[config.mk]
export PLATFORM = sky130hd
export DESIGN_NAME = core_bus_arbiter
export DESIGN_NICKNAME = d
export VERILOG_FILES = /design/src/rtl/core_bus_pkg.sv /design/src/rtl/rr_arbiter.sv /design/src/rtl/core_bus_arbiter.sv
export SDC_FILE = /design/constraint.sdc
export NUM_CORES = 1
export LEC_CHECK = 0
export BUFFER_PORTS_ARGS = -buffer_cell sky130_fd_sc_hd__buf_4
export CAP_MARGIN = 20
export CORE_ASPECT_RATIO = 0.5
export CORE_MARGIN = 8
export CORE_UTILIZATION = 30
export DETAILED_ROUTE_END_ITERATION = 10
export PLACE_DENSITY = 0.67
export SYNTH_ARGS = -nofsm -noshare
export SYNTH_HDL_FRONTEND = slang
export SYNTH_SLANG_ARGS = --single-unit
export TNS_END_PERCENT = 30
[constraint.sdc]
create_clock -name clk -period 7 [get_ports clk]
set_clock_uncertainty 0.1 [all_clocks]
set_input_delay 2.1 -clock clk [delete_from_list [all_inputs] [get_ports clk]]
set_output_delay 2.1 -clock clk [all_outputs]
set_load 0.02 [all_outputs]
[src/rtl/core_bus_pkg.sv]
// core_bus_pkg -- shared definitions for the core bus arbiter.
//   state_e           : arbiter FSM states (idle, bus cycle, response pulse).
//   ARB_FIXED/ARB_RR  : arbitration mode encodings.
//   TIMEOUT_RDATA_BIT : fill bit for read data reported on a timed-out transfer.
//   idx_width()       : width of a channel index, at least one bit.
package core_bus_pkg;

  typedef enum logic [1:0] {
    ST_IDLE = 2'd0,
    ST_BUS  = 2'd1,
    ST_RESP = 2'd2
  } state_e;

  localparam logic ARB_FIXED = 1'b0;
  localparam logic ARB_RR    = 1'b1;

  localparam logic TIMEOUT_RDATA_BIT = 1'b0;

  function automatic int idx_width(input int n);
    return (n > 1) ? $clog2(n) : 1;
  endfunction

endpackage

[src/rtl/rr_arbiter.sv]
// rr_arbiter -- combinational winner select.
//   req_i   : per-channel request levels.
//   ptr_i   : first channel to consider in round-robin mode.
//   mode_i  : ARB_FIXED (search from channel 0) or ARB_RR (search from ptr_i).
//   idx_o   : index of the winning channel (0 when nothing requests).
//   valid_o : at least one channel requests.
module rr_arbiter
  import core_bus_pkg::*;
#(
  parameter int NUM_CH = 3,
  parameter int IW     = 2
) (
  input  logic [NUM_CH-1:0] req_i,
  input  logic [IW-1:0]     ptr_i,
  input  logic              mode_i,
  output logic [IW-1:0]     idx_o,
  output logic              valid_o
);

  always_comb begin
    int start;
    int k;
    logic found;
    idx_o   = '0;
    found   = 1'b0;
    start   = (mode_i == ARB_RR) ? int'(ptr_i) : 0;
    k       = 0;
    // Walk the channels once, wrapping at NUM_CH; the first requester wins.
    for (int i = 0; i < NUM_CH; i++) begin
      k = (start + i) % NUM_CH;
      if (!found && req_i[k]) begin
        found = 1'b1;
        idx_o = IW'(k);
      end
    end
    valid_o = found;
  end

endmodule

[src/rtl/core_bus_arbiter.sv]
// core_bus_arbiter -- shares one Wishbone classic master among NUM_CH channels.
//   clk, rst_n           : clock, asynchronous active-low reset.
//   ch_req_i/we/addr/wdata/sel : per-channel request level and packed fields.
//   ch_done_o, ch_err_o  : one-cycle completion pulse and timeout flag.
//   ch_rdata_o           : read data of the last completed read (0 on timeout).
//   wb_*                 : Wishbone classic master port.
// A granted request is latched, so the bus sees stable fields even if the
// channel drops its request mid-transfer.
module core_bus_arbiter
  import core_bus_pkg::*;
#(
  parameter int NUM_CH         = 3,
  parameter int ADDR_WIDTH     = 32,
  parameter int DATA_WIDTH     = 32,
  parameter int ARB_MODE       = 1,
  parameter int TIMEOUT_CYCLES = 255
) (
  input  logic                             clk,
  input  logic                             rst_n,
  input  logic [NUM_CH-1:0]                ch_req_i,
  input  logic [NUM_CH-1:0]                ch_we_i,
  input  logic [NUM_CH*ADDR_WIDTH-1:0]     ch_addr_i,
  input  logic [NUM_CH*DATA_WIDTH-1:0]     ch_wdata_i,
  input  logic [NUM_CH*DATA_WIDTH/8-1:0]   ch_sel_i,
  output logic [NUM_CH-1:0]                ch_done_o,
  output logic [NUM_CH-1:0]                ch_err_o,
  output logic [DATA_WIDTH-1:0]            ch_rdata_o,
  output logic                             wb_cyc_o,
  output logic                             wb_stb_o,
  output logic                             wb_we_o,
  output logic [ADDR_WIDTH-1:0]            wb_addr_o,
  output logic [DATA_WIDTH-1:0]            wb_data_o,
  output logic [DATA_WIDTH/8-1:0]          wb_sel_o,
  input  logic [DATA_WIDTH-1:0]            wb_data_i,
  input  logic                             wb_ack_i
);

  localparam int   IW       = idx_width(NUM_CH);
  localparam int   SW       = DATA_WIDTH / 8;
  localparam int   CW       = $clog2(TIMEOUT_CYCLES + 1);
  localparam logic MODE_BIT = (ARB_MODE == 1) ? ARB_RR : ARB_FIXED;

  state_e                state_q, state_d;
  logic [IW-1:0]         win_q, win_d;
  logic [IW-1:0]         ptr_q, ptr_d;
  logic                  we_q, we_d;
  logic [ADDR_WIDTH-1:0] addr_q, addr_d;
  logic [DATA_WIDTH-1:0] wdata_q, wdata_d;
  logic [SW-1:0]         sel_q, sel_d;
  logic [CW-1:0]         cnt_q, cnt_d;
  logic                  err_q, err_d;
  logic [DATA_WIDTH-1:0] rdata_q, rdata_d;

  logic [IW-1:0]         arb_idx;
  logic                  arb_valid;
  logic [CW-1:0]         cnt_inc;

  rr_arbiter #(
    .NUM_CH (NUM_CH),
    .IW     (IW)
  ) u_arb (
    .req_i   (ch_req_i),
    .ptr_i   (ptr_q),
    .mode_i  (MODE_BIT),
    .idx_o   (arb_idx),
    .valid_o (arb_valid)
  );

  assign cnt_inc = cnt_q + CW'(1);

  always_comb begin
    state_d = state_q;
    win_d   = win_q;
    ptr_d   = ptr_q;
    we_d    = we_q;
    addr_d  = addr_q;
    wdata_d = wdata_q;
    sel_d   = sel_q;
    cnt_d   = cnt_q;
    err_d   = err_q;
    rdata_d = rdata_q;
    case (state_q)
      ST_IDLE: begin
        if (arb_valid) begin
          win_d   = arb_idx;
          we_d    = ch_we_i[arb_idx];
          addr_d  = ch_addr_i[arb_idx*ADDR_WIDTH +: ADDR_WIDTH];
          wdata_d = ch_wdata_i[arb_idx*DATA_WIDTH +: DATA_WIDTH];
          sel_d   = ch_sel_i[arb_idx*SW +: SW];
          cnt_d   = '0;
          err_d   = 1'b0;
          // Pointer names the channel after the winner, wrapping at NUM_CH.
          ptr_d   = (int'(arb_idx) == NUM_CH - 1) ? '0 : arb_idx + IW'(1);
          state_d = ST_BUS;
        end
      end
      ST_BUS: begin
        // An ack in the terminal-count cycle still completes normally.
        if (wb_ack_i) begin
          if (!we_q) begin
            rdata_d = wb_data_i;
          end
          err_d   = 1'b0;
          state_d = ST_RESP;
        end else begin
          cnt_d = cnt_inc;
          if (cnt_inc == CW'(TIMEOUT_CYCLES)) begin
            err_d   = 1'b1;
            rdata_d = {DATA_WIDTH{TIMEOUT_RDATA_BIT}};
            state_d = ST_RESP;
          end
        end
      end
      ST_RESP: state_d = ST_IDLE;
      default: state_d = ST_IDLE;
    endcase
  end

  always_ff @(posedge clk or negedge rst_n) begin
    if (!rst_n) begin
      state_q <= ST_IDLE;
      win_q   <= '0;
      ptr_q   <= '0;
      we_q    <= 1'b0;
      addr_q  <= '0;
      wdata_q <= '0;
      sel_q   <= '0;
      cnt_q   <= '0;
      err_q   <= 1'b0;
      rdata_q <= '0;
    end else begin
      state_q <= state_d;
      win_q   <= win_d;
      ptr_q   <= ptr_d;
      we_q    <= we_d;
      addr_q  <= addr_d;
      wdata_q <= wdata_d;
      sel_q   <= sel_d;
      cnt_q   <= cnt_d;
      err_q   <= err_d;
      rdata_q <= rdata_d;
    end
  end

  // Bus controls come straight from state flops, so reset clears them
  // without waiting for a clock edge.
  assign wb_cyc_o   = (state_q == ST_BUS);
  assign wb_stb_o   = (state_q == ST_BUS);
  assign wb_we_o    = (state_q == ST_BUS) && we_q;
  assign wb_addr_o  = addr_q;
  assign wb_data_o  = wdata_q;
  assign wb_sel_o   = sel_q;
  assign ch_rdata_o = rdata_q;

  for (genvar gi = 0; gi < NUM_CH; gi++) begin : g_done
    assign ch_done_o[gi] = (state_q == ST_RESP) && (win_q == IW'(gi));
    assign ch_err_o[gi]  = ch_done_o[gi] && err_q;
  end

endmodule

==> metrics.md, run 1 <==
| Metric | Value |
|---|---|
| Number of sinks on the clock net | around 120 |
| Filler-free cell count of the finished design | 1280 |
| Tot GR Track Use | 16.7% |
| Area of the die | 28100 sq um |
| Clock transition at path regs | 60 ps |
| Slowest CP cell | sky130_fd_sc_hd__o31a_2 |
| Proportion of power drawn by combinational gates | around 60% |
| Power per cell area | 513 nW/um^2 |
| Area delta synth->final | 49.7% |
| Post-route cell area | 10200 sq um |
| Global placer's final weighted congestion | 0.868 |
| Library cells used by synthesis | 54 |
| Async set-reset flop share out of synthesis | 100% |
| Die Wd | 229 um |
| Synthesized netlist net count | between 800 and 900 |
| Timing-limited maximum frequency | 243 MHz |
| Highest cell delay on the worst timing path | 710 ps |
| TritonCTS clock tree | done |
| Detail-routed via count per cell | between 4 and 5 |
| Part of the cycle the worst path needs | between 50 and 60% |
| Category of the worst setup path capture point | flop |
| XOR/XNOR Fraction of Synth Area | 0.385% |
| Total Neg Setup Slack | 0 ps |
| Total number of yosys warnings | 0 |
| Hold Buf Count CTS | 0 |
| Number of max-capacitance violations reported | 0 |
| Internal power contribution | 2.90 mW |
| DRC violation count after routing | 0 |
| Via count | 6316 |
| Final setup violation count | 0 |
| Average cell area after synthesis | 10.6 sq um |
| Run status | finished clean |
| Sequential cell area fraction in the yosys report | 42.5% |
| Core area | about 23000 sq um |
| Number of instances resized during post-cts repair | 0 |
| Worst path buffer plus inverter count | 2 |
| Clock latency of the later-clocked register in the worst-skew pair | 410 ps |
| Bufs on Longest Clock Path | 2 |
| Worst hold-check path type | flop to flop |
| Fraction of the mapped netlist area in adder cells | less than 1% |
| Mux share of post-synthesis cell area | 10.7% |
| Antenna diodes | 0 |
| Worst slack, placed | 2460 ps |
| Crit Path Category | input pin to flop |
| Effective utilization at floorplan | 30.2% |
| Final worst slack | a little under 3000 ps |
| WP data required | 7230 ps |
| PnR Total Power | about 5.2 mW |
| Setup repair after global routing missed its margin | no |
| End-of-flow core utilization | 45.2% |
| Gr ovfl total | 0 |
| Crit Path Max Fanout | 39 |
| Sequence of cells on the critical path | buf_4 > mux2i_1 > mux2i_1 > o31a_2 > buf_4 > nand3_1 > o211ai_2 |
| # placed instances | 1250 |
| Number of setup buffers added after CTS | 0 |
| Count of flip-flops with a built-in enable after synthesis | 0 |
| Worst slew pin tran | ~940 ps |
| Post-layout min period | 4120 ps |
| Critical Path Start Type | input pin |
| Crit path arrival time | roughly 4400 ps |
| Layout cells sized above 1 | 48.9% |
| Clock group share of total power | about 18% |
| Net count, final | around 1200 |
| Maximum number of pins on one net before global-route repair | 80 |
| Part of the power in registers | 23.4% |
| Largest family of logic cells by synthesized area | compound AO/OA/AOI/OAI gates |
| Area fraction of the dominant cell type after synthesis | 42.5% |
| Total Wirelength | about 25 mm |
| Total CTS buffers | 17 |
| Number of global-route vias before repair | 6693 |
| Root buffer cell | sky130_fd_sc_hd__clkbuf_16 |
| Post-synth top area cell | sky130_fd_sc_hd__dfrtp_1 |
| Gate count of the mapped netlist | 641 |
| Max-Slew Margin vs Limit | 37.1% |
| Global-route wire length before repair | around 38 mm |
| Fraction of the mapped netlist area in simple logic gates | between 10 and 15% |
| Wire length per cell after detailed routing | 19.2 um |
| Detailed-router iteration count before antenna repair | 4 |
| Number of ports placed on the die boundary | 354 |
| Maximum level of the CTS H-tree | 4 |
| Flip-flop and latch count after synthesis | 116 |
| Final Max Tran Viols | 0 |
| Commonest register cell after synthesis | sky130_fd_sc_hd__dfrtp_1 |
| Smallest hold slack | 388 ps |
| Switching Fraction | 44.7% |
| IR Drop Worst-Case VDD | 0.000248 V |
| Initial drt markers | 311 |
| Final antenna-violating net count | 0 |
| Detailed-placement wirelength estimate | 18.4 mm |
| Static power due to leakage | 4.97 nW |
| Net switching power | 2.34 mW |
| Port Buf Inserts | around 350 |
| Area fraction in compound gates after synthesis | 25.2% |
| Final hold violations | 0 |
| Synthesized cell area | 6830 sq um |
| Top cell family by delay on the critical path | compound AO/OA/AOI/OAI gates |
| DIE HEIGHT | between 100 and 150 um |
| Ranking of synthesized cells by area | sky130_fd_sc_hd__dfrtp_1 (43%), sky130_fd_sc_hd__o211ai_2 (13%), sky130_fd_sc_hd__mux2i_1 (10%) |
| Antenna violations before repair | 0 |
| Count of standard-cell rows | 39 |
| Placement-stage cell area | roughly 9600 sq um |
==> Yosys cell counts (8+ instances only) <==
cell type and count:
sky130_fd_sc_hd__nor2_1 9, sky130_fd_sc_hd__o211ai_2 70, sky130_fd_sc_hd__dfrtp_1 116, sky130_fd_sc_hd__mux2i_1 71, sky130_fd_sc_hd__nand3_1 82, sky130_fd_sc_hd__inv_1 8
sky130_fd_sc_hd__nand2_1 82, sky130_fd_sc_hd__buf_4 9, sky130_fd_sc_hd__clkbuf_1 23, sky130_fd_sc_hd__o21ai_0 8, sky130_fd_sc_hd__buf_2 16, sky130_fd_sc_hd__a22o_1 66
sky130_fd_sc_hd__buf_6 11
==> final timing paths <==
path	startpoint	to	slack, ps	depth (start not counted)
max	ch_req_i[0]	wb_addr_o[3]	2880	7
min	wb_data_o[28]	wb_data_o[28]	390	2
max reg2reg	ptr_q[0]	wb_data_o[10]	3780	8
min reg2reg	wb_data_o[28]	wb_data_o[28]	390	2
max in group asynchronous	rst_n	wb_data_o[21]	3880	2
min in group asynchronous	rst_n	ch_rdata_o[17]	1710	1
==> routing by layer <==
metal	vias to the layer above	track usage [%]	routed length (um)
li1	3028	-	-
met1	3119	19.8	10100
met2	139	30.6	13300
met3	30	3.16	792
met4	0	5.43	445
met5	-	0	0
==> power by group through the flow <==
stage | Clock (mW) | Sequential [mW] | Combinational [mW]
global route | 0.981 | 1.27 | 3.32
finish | 0.924 | 1.23 | 3.09
detailed placement | 0 | 1.23 | 3.12
global placement | 0 | 1.23 | 3.05
floorplan | 0 | 1.55 | 1.85
CTS | 0.947 | 1.23 | 3.13
==> worst reg2reg max path, cell delays in order (launching register included) <==
cell and delay, ps:
sky130_fd_sc_hd__dfrtp_1 400, sky130_fd_sc_hd__inv_1 60, sky130_fd_sc_hd__ha_1 420, sky130_fd_sc_hd__nor4bb_1 310, sky130_fd_sc_hd__o21ai_1 190, sky130_fd_sc_hd__a31oi_4 810, sky130_fd_sc_hd__buf_4 540, sky130_fd_sc_hd__nand3_1 200
sky130_fd_sc_hd__o211ai_2 110
==> flip-flops by register name, indices dropped and copies added (netlist names), 2 cells and up <==
| signal | flops |
|---|---|
| ch_rdata_o | 32 |
| wb_data_o | 32 |
| win_q | 2 |
| wb_sel_o | 4 |
| wb_addr_o | 32 |
| state_q | 2 |
| ptr_q | 2 |
| cnt_q | 8 |
==> cell usage in the layout (no fill, tap or decap), types with 2 or more instances in the layout <==
cell type,count
sky130_fd_sc_hd__buf_4,363
sky130_fd_sc_hd__dfrtp_1,116
sky130_fd_sc_hd__nand2_1,82
sky130_fd_sc_hd__nand3_1,82
sky130_fd_sc_hd__mux2i_1,71
sky130_fd_sc_hd__o211ai_2,70
sky130_fd_sc_hd__a22o_1,66
sky130_fd_sc_hd__clkbuf_16,17
sky130_fd_sc_hd__inv_1,8
sky130_fd_sc_hd__nor2_1,8
sky130_fd_sc_hd__o21ai_0,8
sky130_fd_sc_hd__and2_1,5
sky130_fd_sc_hd__nand3b_1,5
sky130_fd_sc_hd__ha_1,5
sky130_fd_sc_hd__nand2b_1,4
sky130_fd_sc_hd__bufinv_16,4
sky130_fd_sc_hd__nor2b_1,3
sky130_fd_sc_hd__nor4bb_1,2
sky130_fd_sc_hd__nor3b_1,2
sky130_fd_sc_hd__and3_1,2
sky130_fd_sc_hd__xnor2_1,2
sky130_fd_sc_hd__nand4_1,2
sky130_fd_sc_hd__mux2_2,2
sky130_fd_sc_hd__o21a_1,2
sky130_fd_sc_hd__a21bo_2,2
sky130_fd_sc_hd__a31oi_4,2
sky130_fd_sc_hd__or2_2,2
sky130_fd_sc_hd__or2b_1,2
sky130_fd_sc_hd__a21oi_1,2
sky130_fd_sc_hd__or3_1,2
sky130_fd_sc_hd__clkinv_2,2
sky130_fd_sc_hd__clkbuf_1,2
sky130_fd_sc_hd__clkinvlp_4,2
sky130_fd_sc_hd__clkbuf_8,2
==> kinds of logic (layout without fill, tap and decap cells) <==
| group | Yosys count | count (layout) |
|---|---|---|
| AO/OA/AOI/OAI | 168 | 168 |
| flip-flops | 116 | 116 |
| buffers and inverters | 69 | 401 |
| XOR/XNOR | 3 | 3 |
| AND/OR/NAND/NOR | 207 | 207 |
| multiplexers | 73 | 73 |
| adder cells (fa/ha/maj) | 5 | 5 |
==> final cells by class <==
type                    instances  area [sq um]
flip-flops and latches        116          2900
repair buffers                363          2730
multi-input cells             456          3560
clock buffers                  21           460
fillers                      2191         12400
well taps                     307           384
clock inverters                 9           154
inverters                       8          30.0
Power figures use the tool's default switching activity.
==> run 2, diff against run 1 <==
==> constraint.sdc (replaced) <==
create_clock -name clk -period 3.88 [get_ports clk]
set_clock_uncertainty 0.1 [all_clocks]
set_input_delay 1.164 -clock clk [delete_from_list [all_inputs] [get_ports clk]]
set_output_delay 1.164 -clock clk [all_outputs]
set_load 0.02 [all_outputs]
==> run 2 against run 1 <==
Clock power rose by 72%. Setup slack got worse by 2000 ps. Count of clock-buffer cells in the layout rose by 2. Sequential power rose by 81%. Routed wire length rose by 1.8%. Combinational power rose by 87%. Die area did not move. Critical endpoint is now wb_data_o[28]. Non-clock buffer count rose by 4. Final cell count rose by 0.39%. Via count rose by 1.4%. First-iteration DRC count rose by 41%. Register-to-register slack got worse by 2900 ps.
==> metrics.md, run 2 (same netlist as run 1, synthesis figures left out) <==
| Metric | Value |
|---|---|
| Power per cell area | 930 nW/um^2 (+81%) |
| Count of standard-cell rows | 39 (unchanged) |
| Crit Path Max Fanout | 32 (-18%) |
| Final Max Tran Viols | 0 (unchanged) |
| Critical Path Start Type | flop |
| Effective utilization at floorplan | 30.2% (unchanged) |
| Crit path arrival time | 3140 ps (-1210 ps) |
| Antenna diodes | 0 (unchanged) |
| Startpoint of the worst hold path | wb_addr_o[13] |
| Total CTS buffers | 17 (unchanged) |
| Worst Hold Endpoint | wb_addr_o[13] |
| Worst reg2reg path startpoint | ptr_q[0] |
| Worst r2r path cells | 8 (unchanged) |
| Timing-limited maximum frequency | 335 MHz |
| Maximum level of the CTS H-tree | 4 (unchanged) |
| Die Wd | 229 um (unchanged) |
| Tot GR Track Use | 16.8% (+0.078 points) |
| Setup repair after global routing missed its margin | no |
| Maximum number of pins on one net before global-route repair | 117 (+46%) |
| TritonCTS clock tree | done |
| # placed instances | 1254 (+0.32%) |
| Hold Buf Count CTS | 0 (unchanged) |
| Number of setup buffers added after CTS | 0 (unchanged) |
| Number of max-capacitance violations reported | 0 (unchanged) |
| Number of global-route vias before repair | 6734 (+0.61%) |
| Total Neg Setup Slack | 0 ps (unchanged) |
| Crit Path Category | flop to flop |
| DRC violation count after routing | 0 (unchanged) |
| WP data required | 4040 ps (-3190 ps) |
| Wire length per cell after detailed routing | 19.5 um (+1.4%) |
| Via count | 6406 (+1.4%) |
| Area of the die | 28100 sq um (unchanged) |
| Worst slew pin tran | 773 ps (-171 ps) |
| Bufs on Longest Clock Path | 2 (unchanged) |
| Detailed-router iteration count before antenna repair | 5 (+1) |
| Gr ovfl total | 0 (unchanged) |
| Run status | finished clean |
| Net count, final | 1216 (+0.33%) |
| Part of the cycle the worst path needs | slightly below 80% |
| Most used cells in the layout excluding fill and tap cells | sky130_fd_sc_hd__buf_4 (361), sky130_fd_sc_hd__dfrtp_1 (116), sky130_fd_sc_hd__nand2_1 (82), sky130_fd_sc_hd__nand3_1 (82), sky130_fd_sc_hd__mux2i_1 (71) |
| Post-layout min period | 2980 ps |
| Global-route wire length before repair | 38.0 mm (+0.38%) |
| Root buffer cell | sky130_fd_sc_hd__clkbuf_16 |
| Flop2flop setup slack | 900 ps (-2880 ps) |
| Max-Slew Margin vs Limit | 48.5% (+11 points) |
| Worst hold-check path type | flop to flop |
| Core area | 22600 sq um (unchanged) |
| Category of the worst setup path capture point | flop |
| Initial drt markers | 438 (+41%) |
| IR Drop Worst-Case VDD | 0.000423 V (+71%) |
| Capture instance of the worst register-to-register path | wb_data_o[28] |
| Total Wirelength | 25.0 mm (+1.8%) |
| Hold Path Stages | 2 (unchanged) |
| DIE HEIGHT | 123 um (unchanged) |
| Static power due to leakage | 5.01 nW (+0.86%) |
| Layout cells sized above 1 | 49.3% (+0.36 points) |
| Clock transition at path regs | 60 ps (about the same) |
| Final hold violations | 0 (unchanged) |
| Final antenna-violating net count | 0 (unchanged) |
| Detailed-placement wirelength estimate | 18.5 mm (+0.57%) |
| Final setup violation count | 0 (unchanged) |
| Area delta synth->final | 51.0% |
| Port Buf Inserts | 353 (unchanged) |
| Global placer's final weighted congestion | 0.856 (-1.4%) |
| Clock latency of the later-clocked register in the worst-skew pair | 400 ps (about the same) |
| Most common library cell in the layout ignoring fill and taps | sky130_fd_sc_hd__buf_4 |
| Filler-free cell count of the finished design | 1285 (+0.39%) |
| Detail-routed via count per cell | 4.99 (+1.0%) |
| Number of instances resized during post-cts repair | 0 (unchanged) |
| Number of ports placed on the die boundary | 354 (unchanged) |
| Antenna violations before repair | 0 (unchanged) |
| Number of sinks on the clock net | 116 (unchanged) |
-- run 2: worst max-delay path by stage --
stage / from / endpoint
3_5_place_dp: ch_req_i[2] / wb_data_o[5]
3_3_place_gp: ch_req_i[2] / wb_data_o[13]
6_report: ptr_q[0] / wb_data_o[28]
4_1_cts: ptr_q[0] / wb_data_o[28]
5_1_grt: ptr_q[0] / wb_data_o[28]
2_1_floorplan: state_q[0] / ch_err_o[2]
-- run 2: through the flow --
| stage | total power, mW | area (sq um) | util, % | worst slack [ps] | hold WS (ps) |
|---|---|---|---|---|---|
| finish | 9.59 | 10300 | 45.6 | 898 | 386 |
| global route | 10.2 | 10300 | 45.6 | 672 | 399 |
| CTS | 9.69 | 10300 | 45.6 | 864 | 389 |
| detailed placement | 8.05 | 9710 | 43.0 | 579 | 372 |
| global placement | 7.91 | 9710 | 43.0 | 624 | 372 |
| floorplan | 6.14 | 6830 | - | 1080 | 379 |
-- run 2: worst max-delay path, cell delays in order, from the launching register on --
cell and delay, ps:
sky130_fd_sc_hd__dfrtp_1 400, sky130_fd_sc_hd__inv_1 60, sky130_fd_sc_hd__ha_1 440, sky130_fd_sc_hd__nor3b_1 380, sky130_fd_sc_hd__o21bai_1 190, sky130_fd_sc_hd__a41oi_4 280
sky130_fd_sc_hd__buf_4 530, sky130_fd_sc_hd__mux2i_1 340, sky130_fd_sc_hd__o211ai_2 110
-- run 2: cell type report --
class | instances | area, sq um
multi-input cells | 456 | 3560
inverters | 8 | 30.0
repair buffers | 367 | 2830
flip-flops and latches | 116 | 2900
fillers | 2120 | 12300
well taps | 307 | 384
clock buffers | 23 | 498
clock inverters | 8 | 98.8
-- run 2: report_power, final --
| group | switching (mW) | leakage, nW | internal, mW |
|---|---|---|---|
| Clock | 0.565 | 0.291 | 1.03 |
| Combinational | 3.31 | 3.29 | 2.46 |
| Sequential | 0.410 | 1.43 | 1.82 |
| Total | 4.29 | 5.01 | 5.30 |
-- run 2: layer usage --
layer / vias up / GRT usage [%] / routed length [um]
met5: - / 0 / 0
met4: 0 / 5.63 / 595
met3: 36 / 3.62 / 831
met2: 140 / 30.4 / 13300
met1: 3189 / 19.8 / 10300
li1: 3041 / - / -
==> run 3, diff against run 2 <==
==> constraint.sdc (replaced) <==
create_clock -name clk -period 2.82 [get_ports clk]
set_clock_uncertainty 0.1 [all_clocks]
set_input_delay 0.846 -clock clk [delete_from_list [all_inputs] [get_ports clk]]
set_output_delay 0.846 -clock clk [all_outputs]
set_load 0.02 [all_outputs]
==> run 3 against run 2 <==
Power up 38%. Register-to-register slack worse by 730 ps. Sequential cell count is the same. Fmax grew 13%. Core utilization up 0.24 points. Count of clock-buffer cells in the layout shrank 5. Die area did not move. Setup slack got worse by 730 ps. Final cell count about the same. Worst hold slack lost 84 ps. First-iteration DRC count down 15%. Combinational power grew 39%. Highest routed layer unchanged.
==> metrics.md, run 3 (same netlist as run 1, synthesis figures left out) <==
| Metric | Value |
|---|---|
| Final setup violation count | 0 (unchanged) |
| Layout cells sized above 1 | 49.4% (+0.15 points) |
| Wire length per cell after detailed routing | 19.5 um (-0.11%) |
| Clock transition at path regs | 60 ps (about the same) |
| Worst slack, placed | 75.4 ps (-503 ps) |
| Category of the worst setup path capture point | flop |
| Bufs on Longest Clock Path | 2 (unchanged) |
| Number of max-capacitance violations reported | 0 (unchanged) |
| Flop2flop setup slack | 170 ps (-730 ps) |
| Die Wd | 229 um (unchanged) |
| Tot GR Track Use | 17.1% (+0.30 points) |
| Crit Path Max Fanout | 38 (+19%) |
| Number of sinks on the clock net | 116 (unchanged) |
| Worst slew pin tran | 572 ps (-201 ps) |
| Post-layout min period | 2650 ps (-334 ps) |
| Port Buf Inserts | 353 (unchanged) |
| Final hold violations | 0 (unchanged) |
| Antenna diodes | 0 (unchanged) |
| DRC violation count after routing | 0 (unchanged) |
| GR Layer Usage met1 | 20.1% (+0.33 points) |
| Number of ports placed on the die boundary | 354 (unchanged) |
| Hold Buf Count CTS | 0 (unchanged) |
| Gr ovfl total | 0 (unchanged) |
| Detailed-router iteration count before antenna repair | 8 (+3) |
| Core area | 22600 sq um (unchanged) |
| Count of standard-cell rows | 39 (unchanged) |
| Number of global-route vias before repair | 6896 (+2.4%) |
| Global-route track usage on met3 | 3.99% (+0.37 points) |
| Most common library cell in the layout ignoring fill and taps | sky130_fd_sc_hd__buf_4 |
| Run status | finished clean |
| Setup repair after global routing missed its margin | no |
| Antenna violations before repair | 0 (unchanged) |
| Global routing's busiest layer | met2 |
| Via count | 6460 (+0.84%) |
| Max-Slew Margin vs Limit | 61.9% (+13 points) |
| Detailed-placement wirelength estimate | 18.8 mm (+1.6%) |
| Area delta synth->final | 51.8% |
| Detail-routed via count per cell | 5.02 (+0.76%) |
| Part of the cycle the worst path needs | 93.9% (+17 points) |
| Total Neg Setup Slack | 0 ps (unchanged) |
| Crit Path Category | flop to flop |
| Root buffer cell | sky130_fd_sc_hd__clkbuf_16 |
| Initial drt markers | 371 (-15%) |
| Timing-limited maximum frequency | 378 MHz (+13%) |
| Global-route wire length before repair | 38.5 mm (+1.3%) |
| Worst reg2reg path startpoint | ptr_q[1] |
| # fillers | 2129 (+0.42%) |
| Global placer's final weighted congestion | 0.847 (-1.1%) |
| Critical Path Start Type | flop |
| WP data required | 3000 ps (-1040 ps) |
| Clock latency of the later-clocked register in the worst-skew pair | 420 ps (+20 ps) |
| Number of setup buffers added after CTS | 0 (unchanged) |
| Effective utilization at floorplan | 30.2% (unchanged) |
| IR Drop Worst-Case VDD | 0.000705 V (+66%) |
| Worst r2r path cells | 8 (unchanged) |
| Worst hold-check path type | input pin to async pin |
| Power per cell area | 1280 nW/um^2 (+38%) |
| Area of the die | 28100 sq um (unchanged) |
| DIE HEIGHT | 123 um (unchanged) |
| Maximum number of pins on one net before global-route repair | 42 (-64%) |
| Final worst slack | 172 ps (-726 ps) |
| Maximum level of the CTS H-tree | 4 (unchanged) |
| Capture instance of the worst register-to-register path | wb_data_o[6] |
| Total CTS buffers | 17 (unchanged) |
| Total Wirelength | 25.0 mm (about the same) |
| TritonCTS clock tree | done |
| Met2 usage in global routing | 30.5% (+0.092 points) |
| Net count, final | 1218 (+0.16%) |
| Static power due to leakage | 5.02 nW (+0.14%) |
| Number of instances resized during post-cts repair | 0 (unchanged) |
| Final Max Tran Viols | 0 (unchanged) |
| Crit path arrival time | 2830 ps (-310 ps) |
| Final antenna-violating net count | 0 (unchanged) |
| Most used cells in the layout excluding fill and tap cells | sky130_fd_sc_hd__buf_4 (358), sky130_fd_sc_hd__dfrtp_1 (116), sky130_fd_sc_hd__nand2_1 (82), sky130_fd_sc_hd__nand3_1 (82), sky130_fd_sc_hd__mux2i_1 (71) |
[run 3: cell count changes in the layout (fill, tap and decap cells not counted), moves of 3 or more]
cell | previous run | this run
sky130_fd_sc_hd__buf_12 | 6 | 11
sky130_fd_sc_hd__clkbuf_8 | 5 | 1
sky130_fd_sc_hd__buf_4 | 361 | 358
sky130_fd_sc_hd__clkinvlp_4 | 2 | 5
[run 3: final cells by class]
type / instances / area, sq um / area share, %
timing repair buffer: 369 / 2910 / 28.1
tap: 307 / 384 / 3.71
clock inverter: 12 / 134 / 1.29
multi-input combinational: 456 / 3560 / 34.4
inverter: 8 / 30.0 / 0.290
sequential: 116 / 2900 / 28.0
clock buffer: 18 / 439 / 4.24
[run 3: through the flow]
stage          util, %  hold WS, ps  area [sq um]  power (mW)  instances
2_1_floorplan        -          379          6830        8.45        641
3_3_place_gp      43.3          373          9790        11.0       1256
3_5_place_dp      43.3          376          9790        11.2       1256
4_1_cts           45.9          314         10400        13.4       1286
5_1_grt           45.9          324         10400        14.1       1286
6_report          45.9          302         10400        13.3       1286
[run 3: how the worst max path moves through the flow]
stage / start / end / slack (ps)
2_1_floorplan: state_q[0] / ch_err_o[2] / 340
3_3_place_gp: ch_req_i[2] / wb_addr_o[8] / 120
3_5_place_dp: ch_req_i[2] / wb_data_o[6] / 80
4_1_cts: ptr_q[1] / wb_data_o[6] / 170
5_1_grt: ptr_q[1] / wb_addr_o[16] / 30
6_report: ptr_q[1] / wb_data_o[6] / 170
[run 3: critical path: stages (launching register included)]
cell	delay [ps]
sky130_fd_sc_hd__dfrtp_1	400
sky130_fd_sc_hd__inv_1	80
sky130_fd_sc_hd__ha_1	340
sky130_fd_sc_hd__nor3b_1	350
sky130_fd_sc_hd__o21bai_1	170
sky130_fd_sc_hd__a41oi_4	320
sky130_fd_sc_hd__buf_12	300
sky130_fd_sc_hd__mux2i_1	280
sky130_fd_sc_hd__o211ai_2	100
[run 3: power breakdown]
part / switching [mW] / internal, mW / leakage (nW)
Sequential: 0.589 / 2.50 / 1.43
Clock: 0.822 / 1.31 / 0.266
Combinational: 4.54 / 3.50 / 3.32
Total: 5.95 / 7.31 / 5.02
[run 3: routing by layer]
layer / vias to the layer above / share of wire (%)
met3: 48 / 3.7
li1: 3046 / -
met5: - / 0
met2: 176 / 53
met1: 3190 / 41
met4: 0 / 2.6
